==> src/rtl/rv32m_muldiv_unit.sv <==
// Iterative RV32M multiply/divide unit.
// Multiplies use a shift-add loop over a 2*XLEN accumulator and divides use a
// restoring loop, one bit per cycle. Signed operands are reduced to
// magnitudes on accept and the sign is restored on the final iteration.
// Divide-by-zero, signed overflow and illegal encodings skip the loop.
module rv32m_muldiv_unit #(
  parameter int XLEN      = 32,
  parameter int TAG_WIDTH = 5
) (
  input  logic                 clk,
  input  logic                 rst_n,
  input  logic                 in_valid,
  output logic                 in_ready,
  input  logic [6:0]           opcode,
  input  logic [2:0]           funct3,
  input  logic [6:0]           funct7,
  input  logic [XLEN-1:0]      rs1_val,
  input  logic [XLEN-1:0]      rs2_val,
  input  logic [TAG_WIDTH-1:0] tag_in,
  output logic                 out_valid,
  input  logic                 out_ready,
  output logic [XLEN-1:0]      result,
  output logic [TAG_WIDTH-1:0] tag_out,
  output logic                 illegal
);

  localparam logic [6:0] OPC_OP  = 7'b0110011;
  localparam logic [6:0] F7_MULD = 7'b0000001;
  localparam int         CW      = $clog2(XLEN);
  localparam logic [CW-1:0] CNT_INIT = CW'(XLEN - 1);
  localparam logic signed [XLEN-1:0] SMIN = {1'b1, {(XLEN-1){1'b0}}};

  localparam logic [1:0] S_IDLE = 2'd0;
  localparam logic [1:0] S_CALC = 2'd1;
  localparam logic [1:0] S_DONE = 2'd2;

  // Two's-complement negation of a single-width value.
  function automatic logic [XLEN-1:0] neg_x(input logic [XLEN-1:0] v);
    return ~v + 1'b1;
  endfunction

  // Two's-complement negation of a double-width product.
  function automatic logic [2*XLEN-1:0] neg_2x(input logic [2*XLEN-1:0] v);
    return ~v + 1'b1;
  endfunction

  // Magnitude of an operand that is signed only when sgn is set.
  function automatic logic [XLEN-1:0] mag(input logic [XLEN-1:0] v, input logic sgn);
    return (sgn && v[XLEN-1]) ? neg_x(v) : v;
  endfunction

  logic [1:0]        state;
  logic [CW-1:0]     cnt;
  logic [2:0]        f3;
  logic              sign_a, sign_b;
  logic [XLEN-1:0]   opa;      // multiplicand, or dividend shifting into quotient
  logic [XLEN-1:0]   opb;      // divisor magnitude
  logic [2*XLEN-1:0] acc;      // product accumulator, multiplier in low half
  logic [XLEN-1:0]   rem;      // partial remainder

  logic              accept, is_m, a_signed, b_signed, div_zero, div_ovf, fast;
  logic [XLEN-1:0]   fast_res;

  logic [XLEN:0]     mul_add;
  logic [2*XLEN-1:0] acc_nxt;
  logic [XLEN:0]     trial;
  logic              borrow;
  logic [XLEN-1:0]   rem_nxt, opa_nxt;
  logic [2*XLEN-1:0] prod;
  logic [XLEN-1:0]   quo, rmd, calc_res;

  assign in_ready  = (state == S_IDLE);
  assign out_valid = (state == S_DONE);
  assign accept    = in_valid && in_ready;

  // Request decode: encoding check, operand signedness and fast-path results.
  always_comb begin
    is_m     = (opcode == OPC_OP) && (funct7 == F7_MULD);
    a_signed = (funct3 == 3'b001) || (funct3 == 3'b010) ||
               (funct3 == 3'b100) || (funct3 == 3'b110);
    b_signed = (funct3 == 3'b001) || (funct3 == 3'b100) || (funct3 == 3'b110);
    div_zero = funct3[2] && (rs2_val == '0);
    div_ovf  = funct3[2] && !funct3[0] &&
               ($signed(rs1_val) == SMIN) && (rs2_val == '1);
    fast     = !is_m || div_zero || div_ovf;
    fast_res = '0;
    if (is_m && div_zero)
      fast_res = funct3[1] ? rs1_val : '1;
    else if (is_m && div_ovf)
      fast_res = funct3[1] ? '0 : rs1_val;
  end

  // One iteration step plus sign-fixed result selection for the last step.
  always_comb begin
    mul_add = {1'b0, acc[2*XLEN-1:XLEN]} + (acc[0] ? {1'b0, opa} : '0);
    acc_nxt = {mul_add, acc[XLEN-1:1]};
    trial   = {rem, opa[XLEN-1]} - {1'b0, opb};
    borrow  = trial[XLEN];
    rem_nxt = borrow ? {rem[XLEN-2:0], opa[XLEN-1]} : trial[XLEN-1:0];
    opa_nxt = {opa[XLEN-2:0], ~borrow};
    prod    = (sign_a ^ sign_b) ? neg_2x(acc_nxt) : acc_nxt;
    quo     = (sign_a ^ sign_b) ? neg_x(opa_nxt) : opa_nxt;
    rmd     = sign_a ? neg_x(rem_nxt) : rem_nxt;
    case (f3)
      3'b000:  calc_res = prod[XLEN-1:0];
      3'b001,
      3'b010,
      3'b011:  calc_res = prod[2*XLEN-1:XLEN];
      3'b100,
      3'b101:  calc_res = quo;
      default: calc_res = rmd;
    endcase
  end

  // Control FSM: IDLE accepts, CALC iterates, DONE holds the response.
  always_ff @(posedge clk or negedge rst_n) begin
    if (!rst_n) begin
      state <= S_IDLE;
      cnt   <= '0;
    end else begin
      case (state)
        S_IDLE: if (accept) begin
          state <= fast ? S_DONE : S_CALC;
          cnt   <= CNT_INIT;
        end
        S_CALC: begin
          if (cnt == '0) state <= S_DONE;
          else           cnt   <= cnt - CW'(1);
        end
        S_DONE: if (out_ready) state <= S_IDLE;
        default: state <= S_IDLE;
      endcase
    end
  end

  // Datapath: latch magnitudes on accept, iterate in CALC, register result.
  always_ff @(posedge clk or negedge rst_n) begin
    if (!rst_n) begin
      f3      <= '0;
      sign_a  <= 1'b0;
      sign_b  <= 1'b0;
      opa     <= '0;
      opb     <= '0;
      acc     <= '0;
      rem     <= '0;
      result  <= '0;
      tag_out <= '0;
      illegal <= 1'b0;
    end else if (accept) begin
      f3      <= funct3;
      sign_a  <= a_signed && rs1_val[XLEN-1];
      sign_b  <= b_signed && rs2_val[XLEN-1];
      opa     <= mag(rs1_val, a_signed);
      opb     <= mag(rs2_val, b_signed);
      acc     <= {{XLEN{1'b0}}, mag(rs2_val, b_signed)};
      rem     <= '0;
      tag_out <= tag_in;
      illegal <= !is_m;
      if (fast) result <= fast_res;
    end else if (state == S_CALC) begin
      if (f3[2]) begin
        opa <= opa_nxt;
        rem <= rem_nxt;
      end else begin
        acc <= acc_nxt;
      end
      if (cnt == '0) result <= calc_res;
    end
  end

endmodule

==> config.mk <==
export PLATFORM = sky130hd
export DESIGN_NAME = rv32m_muldiv_unit
export DESIGN_NICKNAME = d
export VERILOG_FILES = /design/src/rtl/rv32m_muldiv_unit.sv
export SDC_FILE = /design/constraint.sdc
export NUM_CORES = 1
export LEC_CHECK = 0
export BUFFER_PORTS_ARGS = -buffer_cell sky130_fd_sc_hd__buf_2
export CAP_MARGIN = 40
export CORE_AREA = 2 2 272 274
export CTS_BUF_LIST = sky130_fd_sc_hd__clkbuf_16
export CTS_CLUSTER_DIAMETER = 150
export CTS_CLUSTER_SIZE = 40
export DETAILED_ROUTE_END_ITERATION = 10
export DIE_AREA = 0 0 274 276
export PLACE_DENSITY = 0.4
export SYNTH_ARGS = -nofsm -noshare
export SYNTH_HDL_FRONTEND = slang
export SYNTH_SLANG_ARGS = --single-unit
==> constraint.sdc <==
create_clock -name clk -period 9.7 [get_ports clk]
set_input_delay 0.97 -clock clk [delete_from_list [all_inputs] [get_ports clk]]
set_output_delay 0.97 -clock clk [all_outputs]
set_load 0.02 [all_outputs]
==> flow_summary.json <==
{
  "hold_violations": 0,
  "io_pins": 130,
  "synth_ff_type": "dfrtp_1",
  "clock-sinks": 210,
  "place_ws_ns": 4.034,
  "area_growth_pct": 12.26,
  "synthArstFlopShare": 1.000,
  "synthesis.area_um2": 18060,
  "final_common_cell": "nand2_1",
  "place.gp.congestion": 0.9446,
  "yosysUniqueCellTypes": 98,
  "p_sw_frac": 0.4871,
  "maxCapViolCount": 0,
  "r2r_slack_ns": 3.88,
  "layout-drive-gt1-share": 0.1063,
  "grt_pass1_vias": 17650,
  "setup_ws_ns": 3.880,
  "synth-seq-cells": 210,
  "synth_fp_nets": 2425,
  "rsz0062_at_grt": "false",
  "power.share.clock": 0.198,
  "tns_ns": 0,
  "reg2reg_to": "result[30]",
  "fin_nets": 2472,
  "dpl.hpwl_um": 65210,
  "drtPass1Iterations": 8,
  "status": "completed",
  "cp_max_fo": 28,
  "synth_enable_flop_cells": 0,
  "worst_ep_arrival_time_ns": 6.30,
  "ctsResizeCount": 0,
  "cts_htree_levels": 1,
  "routedWlPerCell_um": 25.52,
  "combPwrFrac": 0.453,
  "die_area_um2": 75620,
  "grtUsageTotal": 0.2154,
  "globalRoute.totalOverflow": 0,
  "grt_max_degree": 119,
  "viasPerCell": 5.532,
  "finalMaxSlewViolations": 0,
  "root_buffer": "clkbuf_16",
  "rows": 99,
  "drtIter0Drc": 1776,
  "grt_pass1_wl_um": 122300,
  "max_freq_ghz": 0.1718,
  "yosysTopAreaCellShare": 0.2910,
  "crit_path_start_kind": "flop",
  "reg2reg_depth": 22,
  "final_cell_mix": "235 x nand2_1, 210 x dfrtp_1, 198 x o21ai_0",
  "netlist_instances": 2261,
  "seqPwrFrac": 0.349,
  "finalSetupViolCount": 0,
  "worstSetupPathType": "flop to flop",
  "peakVddDrop_mv": 0.1107,
  "multi_input_area_um2": 12140,
  "clkTransAtPathRegs_ns": 0.17,
  "leakage_uw": 0.008457,
  "via_count": 18110,
  "drc_errors": 0,
  "synth_sequential_area_ratio": 0.2910,
  "cts_tree": "yes",
  "insertion_delay_ns": 0.59,
  "ff_latch_area_um2": 5255,
  "finalCriticalPeriod_ns": 5.820,
  "ys_warn_count": 0,
  "clock_skew_ns": 0.09163,
  "r2r-start": "opa[31]",
  "hold_buffers": 0,
  "dieHeight_um": 276,
  "yosysTopAreaCell": "dfrtp_1",
  "worstPathRequired_ns": 10.18,
  "critPathCapture": "result[30]",
  "wl_um": 83560,
  "clk_path_buf_depth": 3,
  "fill_cells": 7986,
  "io_buffers": 129,
  "synth.area.top_cells": "dfrtp_1 29%, o21ai_0 5.5%, xor2_1 5.3%",
  "p_sw_uw": 1737,
  "core_um2": 72590,
  "crit_path_end_kind": "flop",
  "p_int_uw": 1829,
  "min_path_type": "input pin to asynchronous set/reset pin",
  "worst_slew_pin_slew_ns": 0.9770,
  "cellPowerDensity_nw_per_um2": 175.9,
  "die_x_um": 274,
  "post_cts_buffers": 0,
  "syn_avg_cell_area_um2": 7.987,
  "antenna_found_initial": 3,
  "slew_headroom": 0.3418,
  "cp-startpoint": "opa[31]",
  "postRouteAntennaNets": 0,
  "cts_buffers": 12,
  "finalCritPeriodShare": 0.6000,
  "initial_utilization": 0.2488
}
[logic make-up (layout without fill, tap and decap cells)]
kind of cell,after synthesis,count (layout),synth area share
AO/OA/AOI/OAI,790,790,0.2884
AND/OR/NAND/NOR,742,742,0.2023
XOR/XNOR,216,216,0.1048
flip-flops,210,210,0.2910
buffers and inverters,194,247,0.04178
adder cells (fa/ha/maj),74,74,0.05210
multiplexers,35,35,0.01968
other,0,1,0
[cell type report]
class	instances	area share
well taps	959	0.05919
inverters	59	0.01092
flip-flops and latches	210	0.2592
clock inverters	7	0.007653
repair buffers	168	0.04820
clock buffers	13	0.01605
multi-input cells	1857	0.5986
diodes	1	0.0001234
[synth_stat cells (46+ instances only)]
master and n:
nor3_1 47, o21ai_0 198, xor2_1 110, clkbuf_1 115, ha_1 72, and2_1 49
a21o_1 46, a21oi_1 172, xnor2_1 106, dfrtp_1 210, nor2_1 178, inv_1 58
nand2_1 236
[worst min-delay path by stage]
stage | slack, ns | start | end | cells after the start
floorplan | 0.45 | opb[10] | opb[10] | 1
global placement | 0.46 | tag_out[4] | tag_out[4] | 2
detailed placement | 0.47 | tag_out[2] | tag_out[2] | 2
CTS | 0.45 | rst_n | acc[51] | 1
global route | 0.47 | rst_n | acc[51] | 1
finish | 0.41 | rst_n | acc[51] | 1
[critical path, stage by stage, from the launching register on]
cell and delay [ns]:
dfrtp_1 0.47, inv_1 0.11, ha_1 0.16, inv_1 0.05, fa_1 0.41, a211oi_1 0.31
o21ai_1 0.17, o221ai_2 0.33, a2111oi_4 0.14, nor3_2 0.28, nor2_4 0.05, inv_2 0.40
buf_4 0.39, nor2_1 0.07, a21oi_1 0.27, ha_1 0.27, o2111ai_1 0.12, mux2i_1 0.46
nand4_2 0.30, or3_4 0.42, nor3b_2 0.20, mux2i_1 0.22, a2bb2oi_1 0.09
[registers in the layout, summed over array words and instances, names as in the netlist]
name / cells
cnt: 5
sign_a: 1
sign_b: 1
illegal: 1
result: 32
opa: 32
state: 2
rem: 32
opb: 32
tag_out: 5
acc: 64
f3: 3
[through the flow]
step / area (um2) / instances / power, uW / util / hold slack [ns]
floorplan: 18060 / 2261 / 2171 / - / 0.4495
global placement: 19690 / 3243 / 2846 / 0.2713 / 0.4592
detailed placement: 19790 / 3253 / 2849 / 0.2726 / 0.4656
CTS: 20270 / 3273 / 3573 / 0.2792 / 0.4524
global route: 20270 / 3273 / 3747 / 0.2792 / 0.4732
finish: 20270 / 3274 / 3566 / 0.2793 / 0.4058
[power by group through the flow]
| stage | sequential, uW | clock [uW] | combinational (uW) |
|---|---|---|---|
| finish | 1240 | 707 | 1620 |
| global route | 1250 | 758 | 1740 |
| CTS | 1240 | 734 | 1600 |
| detailed placement | 1250 | 0 | 1590 |
| global placement | 1250 | 0 | 1600 |
| floorplan | 1140 | 0 | 1030 |
[routing by layer]
metal | vias up | global-route usage | wire [um]
met5 | - | 0 | 0
met4 | 0 | 0.07762 | 3316
li1 | 8397 | - | -
met1 | 8947 | 0.2933 | 37320
met2 | 644 | 0.3522 | 38650
met3 | 125 | 0.02110 | 4275
No activity file was read; power rests on OpenSTA's default activity.
